### config.mk
export PLATFORM = sky130hd
export DESIGN_NAME = sprite_fetch_arbiter_flat
export DESIGN_NICKNAME = d
export VERILOG_FILES = /design/src/rtl/sprite_pkg.sv /design/src/rtl/sprite_fetch_arbiter_if.sv /design/src/rtl/rr_arbiter.sv /design/src/rtl/sprite_fetch_arbiter.sv /design/src/flat_wrapper.sv
export SDC_FILE = /design/constraint.sdc
export NUM_CORES = 1
export LEC_CHECK = 0
export CAP_MARGIN = 15
export CORE_ASPECT_RATIO = 0.8
export CORE_MARGIN = 5
export CORE_UTILIZATION = 24
export DETAILED_ROUTE_END_ITERATION = 7
export GPL_TIMING_DRIVEN = 0
export PLACE_DENSITY = 0.79
export SYNTH_ARGS = -nofsm -noshare
export SYNTH_HDL_FRONTEND = slang
export SYNTH_HIERARCHICAL = 1
export SYNTH_SLANG_ARGS = --single-unit
export TNS_END_PERCENT = 10
### constraint.sdc
create_clock -name clk -period 2.81 [get_ports clk]
set_input_delay 0.843 -clock clk [delete_from_list [all_inputs] [get_ports clk]]
set_output_delay 0.843 -clock clk [all_outputs]
set_load 0.05 [all_outputs]
### src/rtl/sprite_pkg.sv
// Sprite ID constants, rom_sel encodings and the ID-to-ROM mapping shared by the
// sprite fetch arbiter and its users.
package sprite_pkg;

  localparam logic [4:0] ID_SHIP = 5'd0;
  localparam logic [4:0] ID_PIG  = 5'd2;
  localparam logic [4:0] ID_BEE  = 5'd3;

  typedef enum logic [1:0] {
    SEL_SHIP = 2'd0,
    SEL_PIG  = 2'd1,
    SEL_BEE  = 2'd2,
    SEL_NONE = 2'd3
  } rom_sel_e;

  // Unknown IDs fall through to SEL_NONE, which reads back as a transparent pixel.
  function automatic rom_sel_e id_to_sel(input logic [4:0] id);
    case (id)
      ID_SHIP: return SEL_SHIP;
      ID_PIG:  return SEL_PIG;
      ID_BEE:  return SEL_BEE;
      default: return SEL_NONE;
    endcase
  endfunction

endpackage

### src/rtl/sprite_fetch_arbiter_if.sv
// Request/grant/ROM/response bundle between sprite slots, the arbiter and the sprite ROMs.
interface sprite_fetch_arbiter_if #(
  parameter int NUM_REQ = 3,
  parameter int ADDR_W  = 10,
  parameter int DATA_W  = 24
);
  logic [NUM_REQ-1:0]             req;
  logic [NUM_REQ-1:0][ADDR_W-1:0] req_addr;
  logic [NUM_REQ-1:0][4:0]        req_id;
  logic [NUM_REQ-1:0]             gnt;
  logic [ADDR_W-1:0]              rom_addr;
  logic [1:0]                     rom_sel;
  logic [2:0][DATA_W-1:0]         rom_q;
  logic [NUM_REQ-1:0]             rsp_valid;
  logic [DATA_W-1:0]              rsp_data;

  modport master (
    output req, req_addr, req_id, rom_q,
    input  gnt, rom_addr, rom_sel, rsp_valid, rsp_data
  );

  modport slave (
    input  req, req_addr, req_id, rom_q,
    output gnt, rom_addr, rom_sel, rsp_valid, rsp_data
  );
endinterface

### src/rtl/rr_arbiter.sv
// Round-robin one-hot selector: search starts just above the last-granted bit and wraps.
module rr_arbiter #(
  parameter int N = 3
) (
  input  logic [N-1:0] req,
  input  logic [N-1:0] last,
  output logic [N-1:0] gnt
);
  localparam logic [N-1:0] ONE = N'(1);

  logic [N-1:0] mask, hi;

  // Bits strictly above the last grant; last==0 or last==MSB yields an empty mask.
  assign mask = ~((last << 1) - ONE);
  assign hi   = req & mask;
  assign gnt  = (|hi) ? (hi & (~hi + ONE)) : (req & (~req + ONE));

endmodule

### src/rtl/sprite_fetch_arbiter.sv
// Shares the sprite ROMs among sprite slots: one round-robin grant per cycle, response
// ROM_LAT cycles later. Define SPRITE_FETCH_STATS_EN to add per-slot stall counters.
module sprite_fetch_arbiter
  import sprite_pkg::*;
#(
  parameter int NUM_REQ = 3,
  parameter int ADDR_W  = 10,
  parameter int DATA_W  = 24,
  parameter int ROM_LAT = 1
) (
  input  logic                 clk,
  input  logic                 reset_n,
  input  logic                 line_start,
  sprite_fetch_arbiter_if.slave bus
`ifdef SPRITE_FETCH_STATS_EN
  , output logic [NUM_REQ-1:0][15:0] stall_cnt
`endif
);

  logic [NUM_REQ-1:0] last_gnt, rr_last, rr_gnt, gnt;
  logic               any_gnt;
  logic [ADDR_W-1:0]  gnt_addr;
  logic [4:0]         gnt_id;
  rom_sel_e           gnt_sel;

  // line_start applies reset priority in the very cycle it arrives.
  assign rr_last = line_start ? '0 : last_gnt;

  rr_arbiter #(.N(NUM_REQ)) u_rr (
    .req  (bus.req),
    .last (rr_last),
    .gnt  (rr_gnt)
  );

  assign gnt     = reset_n ? rr_gnt : '0;
  assign any_gnt = |gnt;

  always_comb begin
    gnt_addr = '0;
    gnt_id   = '0;
    for (int i = 0; i < NUM_REQ; i++) begin
      if (gnt[i]) begin
        gnt_addr |= bus.req_addr[i];
        gnt_id   |= bus.req_id[i];
      end
    end
  end

  assign gnt_sel      = any_gnt ? id_to_sel(gnt_id) : SEL_NONE;
  assign bus.gnt      = gnt;
  assign bus.rom_addr = gnt_addr;
  assign bus.rom_sel  = gnt_sel;

  always_ff @(posedge clk or negedge reset_n) begin
    if (!reset_n)        last_gnt <= '0;
    else if (any_gnt)    last_gnt <= gnt;
    else if (line_start) last_gnt <= '0;
  end

  // Stage k holds the grant issued k cycles ago; stage ROM_LAT lines up with rom_q.
  logic [ROM_LAT:1]               vld_pipe;
  logic [ROM_LAT:1][NUM_REQ-1:0]  slot_pipe;
  logic [ROM_LAT:1][1:0]          sel_pipe;

  always_ff @(posedge clk or negedge reset_n) begin
    if (!reset_n) begin
      vld_pipe  <= '0;
      slot_pipe <= '0;
      sel_pipe  <= '0;
    end else begin
      vld_pipe  <= (ROM_LAT)'({vld_pipe, any_gnt});
      slot_pipe <= (ROM_LAT*NUM_REQ)'({slot_pipe, gnt});
      sel_pipe  <= (ROM_LAT*2)'({sel_pipe, gnt_sel});
    end
  end

  logic [DATA_W-1:0] rsp_word;

  always_comb begin
    rsp_word = '0;
    if (vld_pipe[ROM_LAT]) begin
      case (rom_sel_e'(sel_pipe[ROM_LAT]))
        SEL_SHIP: rsp_word = bus.rom_q[0];
        SEL_PIG:  rsp_word = bus.rom_q[1];
        SEL_BEE:  rsp_word = bus.rom_q[2];
        default:  rsp_word = '0;
      endcase
    end
  end

  assign bus.rsp_valid = vld_pipe[ROM_LAT] ? slot_pipe[ROM_LAT] : '0;
  assign bus.rsp_data  = rsp_word;

`ifdef SPRITE_FETCH_STATS_EN
  logic [NUM_REQ-1:0] stall;
  assign stall = bus.req & ~gnt;

  // The line_start cycle itself counts toward the new line.
  always_ff @(posedge clk or negedge reset_n) begin
    if (!reset_n) begin
      stall_cnt <= '0;
    end else begin
      for (int i = 0; i < NUM_REQ; i++) begin
        if (line_start)
          stall_cnt[i] <= {15'd0, stall[i]};
        else if (stall[i] && stall_cnt[i] != 16'hFFFF)
          stall_cnt[i] <= stall_cnt[i] + 16'd1;
      end
    end
  end
`endif

endmodule

### src/flat_wrapper.sv
// flat-port wrapper written by rule: the top's interface ports become plain ports
module sprite_fetch_arbiter_flat import sprite_pkg::*;
#(
  parameter int NUM_REQ = 3,
  parameter int ADDR_W  = 10,
  parameter int DATA_W  = 24,
  parameter int ROM_LAT = 1
)
  (clk, reset_n, line_start, bus_req, bus_req_addr, bus_req_id, bus_rom_q, bus_gnt, bus_rom_addr, bus_rom_sel, bus_rsp_valid, bus_rsp_data);
  sprite_fetch_arbiter_if #(.NUM_REQ(NUM_REQ), .ADDR_W(ADDR_W), .DATA_W(DATA_W)) bus_i ();
  input  logic clk;
  input  logic reset_n;
  input  logic line_start;
  input wire logic [$bits(bus_i.req)-1:0] bus_req;
  input wire logic [$bits(bus_i.req_addr)-1:0] bus_req_addr;
  input wire logic [$bits(bus_i.req_id)-1:0] bus_req_id;
  input wire logic [$bits(bus_i.rom_q)-1:0] bus_rom_q;
  output wire logic [$bits(bus_i.gnt)-1:0] bus_gnt;
  output wire logic [$bits(bus_i.rom_addr)-1:0] bus_rom_addr;
  output wire logic [$bits(bus_i.rom_sel)-1:0] bus_rom_sel;
  output wire logic [$bits(bus_i.rsp_valid)-1:0] bus_rsp_valid;
  output wire logic [$bits(bus_i.rsp_data)-1:0] bus_rsp_data;
  assign bus_i.req = bus_req;
  assign bus_i.req_addr = bus_req_addr;
  assign bus_i.req_id = bus_req_id;
  assign bus_i.rom_q = bus_rom_q;
  assign bus_gnt = bus_i.gnt;
  assign bus_rom_addr = bus_i.rom_addr;
  assign bus_rom_sel = bus_i.rom_sel;
  assign bus_rsp_valid = bus_i.rsp_valid;
  assign bus_rsp_data = bus_i.rsp_data;
  sprite_fetch_arbiter #(.NUM_REQ(NUM_REQ), .ADDR_W(ADDR_W), .DATA_W(DATA_W), .ROM_LAT(ROM_LAT)) u_core (.clk(clk), .reset_n(reset_n), .line_start(line_start), .bus(bus_i));
endmodule
==> results.ini <==
[finish]
insertedDiodeCount = 0
fill_cells = 429
finish.net_count = 495
most-common-layout-cells = 120 x sky130_fd_sc_hd__clkdlybuf4s50_1, 37 x sky130_fd_sc_hd__nand2_1, 27 x sky130_fd_sc_hd__and2_1
area.growth.synth_to_final_pct = 159
finalCoreUtilization_pct = 65.0
layout.cells.most_common = sky130_fd_sc_hd__clkdlybuf4s50_1
drive_above_1_share_pct = 28.4

[sta]
fin_skew_ns = 0.00296
worst-slew-pin-transition_ns = 0.524
timing.final.max_slew_violations = 0
rsz_0062_raised_after_global_routing = true
slew-limit-headroom_pct = 65.0
setup_total_negative_slack_ns = -5.83
timing.final.crit_share_pct = 118
timing_hold_violations_final = 0
fmax_mhz = 301
final.min_clock_period_ns = 3.32
finalWorstSetupSlack_ns = -0.514
timing.final.setup_violations = 16
fin_worst_hold_slack_ns = 0.582

[synthesis]
syn-cell-area_sq_mm = 0.00128
synth.avg_cell_area_sq_um = 6.92
synth_fp_nets = 308
post_synth_inst_count = 185
synth.yosys.warnings = 6

[critical_path]
worstSetupStartpointType = input pin
slowest_delay_ns = 0.33
cpMaxStageDelayCell = sky130_fd_sc_hd__a221oi_2
critical_path.startpoint = line_start
endpoint_kind = primary output
reg2reg_to = u_core/sel_pipe[1]
crit_path_max_fanout = 3
endpoint_of_the_most_critical_setup_path = bus_rom_sel[1]
worst_ep_arrival_time_ns = 2.48
r2r_setup_slk_ns = -0.02
crit_type = in -> out
crit_path_cell_trace = buf_6 > nand2b_4 > inv_4 > xor2_2 > a221oi_2 > o31a_2 > o21ai_2 > a221oi_2 > nand4_1 > buf_6
timing.critical_path.required_ns = 1.97
timing.critical_path.depth = 10
timing.reg2reg.worst_path_depth = 17
crit_path_buf_inv_count = 3
critPathTopFamily = compound AO/OA/AOI/OAI gates
r2r_start = u_core/last_gnt[1]

[global_route]
gr-usage-all-layers_pct = 17.4
grt_start_max_net_pins = 17
wire_length_of_the_first_global_routing_pass_mm = 9.74
grt_pass1_vias = 2037
grt_antenna_before_repair = 0
grt.overflow.total = 0

[power]
power_uw = 917
power_density_mw_per_mm2 = 277
ir_drop_mv = 0.175
p_leak_uw = 0.00156

[floorplanning]
floorplan.rows = 23
fp.dieW_microns = 91.7
design.portCount = 165
fp.coreArea_sq_mm = 0.00509
initial_standard_cell_utilization_of_the_core_pct = 25.1
dieHeight_microns = 75.3
die_area_sq_mm = 0.00690

[clocking]
cts_tree = built
cts.htree.levels = 1
insertion_delay_ns = 0.22
clk_pin_slew_worst_paths_ns = 0.04
cts-hold-fix-buffers = 0
cts_buf_count = 3
sink_count = 8
cts-root-to-sink-buffers = 2
root_buffer = sky130_fd_sc_hd__clkbuf_8

[route]
drc_errors = 0
routedWlPerCell_microns = 15.2
drt_first_pass_iters = 4
routed_wl_mm = 6.58
postRouteAntennaNets = 0
routed_vias_inst = 4.62
drt_first_iter_violations = 50
num_vias = 1994

[hold_path]
holdCritPathClass = reg -> reg

[status]
status = complete, but fails checks
failing_checks = setup timing

[job]
max-cap-violations = 0

[placement]
count_of_buffers_inserted_at_the_top_level_ports = 164
dp.final_hpwl_mm = 5.09
globalplace.congestion = 0.798

-- per-layer routing --
layer / global-route usage (%) / up-vias / share of wire (%)
li1: - / 1008 / -
met1: 19.0 / 871 / 40
met2: 33.4 / 113 / 49
met3: 6.61 / 2 / 11
met4: 2.68 / 0 / 0.36
met5: 0 / - / 0
-- worst reg2reg max path: cells and delay by family (launching register included) --
kind,cells,cell delay [ns]
compound gates,4,0.84
xor+xnor,1,0.18
buf+inv,10,1.03
flops,1,0.39
simple gates,2,0.28
-- sequential cells by signal, summed over array words and instances (netlist names) --
signal            count
u_core/slot_pipe      3
u_core/last_gnt       2
u_core/vld_pipe       1
u_core/sel_pipe       2
-- timing repair --
action	4_1_cts	5_1_grt
buffers inserted	14	3
pin swaps	16	4
endpoints found under the setup margin	39	24
gates resized for setup	276	11
cloned	1	0
-- report_power, final --
part	leakage, uW	internal [uW]	total (uW)	switching (uW)
registers	0.0000980	125	133	8.17
logic	0.00144	340	653	313
clock network	0.0000216	92.3	131	39.1
-- layout make-up --
| class | instances | area, sq um | share of cell area, % |
|---|---|---|---|
| Tap cell | 62 | 77.6 | 2.34 |
| Clock buffer | 3 | 41.3 | 1.25 |
| Sequential cell | 8 | 200 | 6.05 |
| Buffer | 13 | 106 | 3.21 |
| Timing Repair Buffer | 182 | 1770 | 53.5 |
| Multi-Input combinational cell | 158 | 1090 | 32.8 |
| Inverter | 6 | 27.5 | 0.831 |
-- worst min path at each step --
| stage | start | to | slack, ns | cells past startpoint |
|---|---|---|---|---|
| floorplan | u_core/last_gnt[1] | u_core/last_gnt[1] | 0.53 | 2 |
| global placement | u_core/last_gnt[1] | u_core/last_gnt[1] | 0.56 | 2 |
| detailed placement | u_core/last_gnt[0] | u_core/last_gnt[0] | 0.58 | 2 |
| CTS | u_core/last_gnt[0] | u_core/last_gnt[0] | 0.59 | 2 |
| global route | u_core/last_gnt[0] | u_core/last_gnt[0] | 0.59 | 2 |
| finish | u_core/last_gnt[0] | u_core/last_gnt[0] | 0.58 | 2 |
-- metrics by stage --
stage	setup slack [ns]	instance area [sq um]	cells
floorplan	-0.427	1330	185
global placement	-1.52	3050	411
detailed placement	-1.56	3050	411
CTS	-0.465	3260	429
global route	-0.579	3310	432
finish	-0.514	3310	432
(Power assumes the default switching activity.)
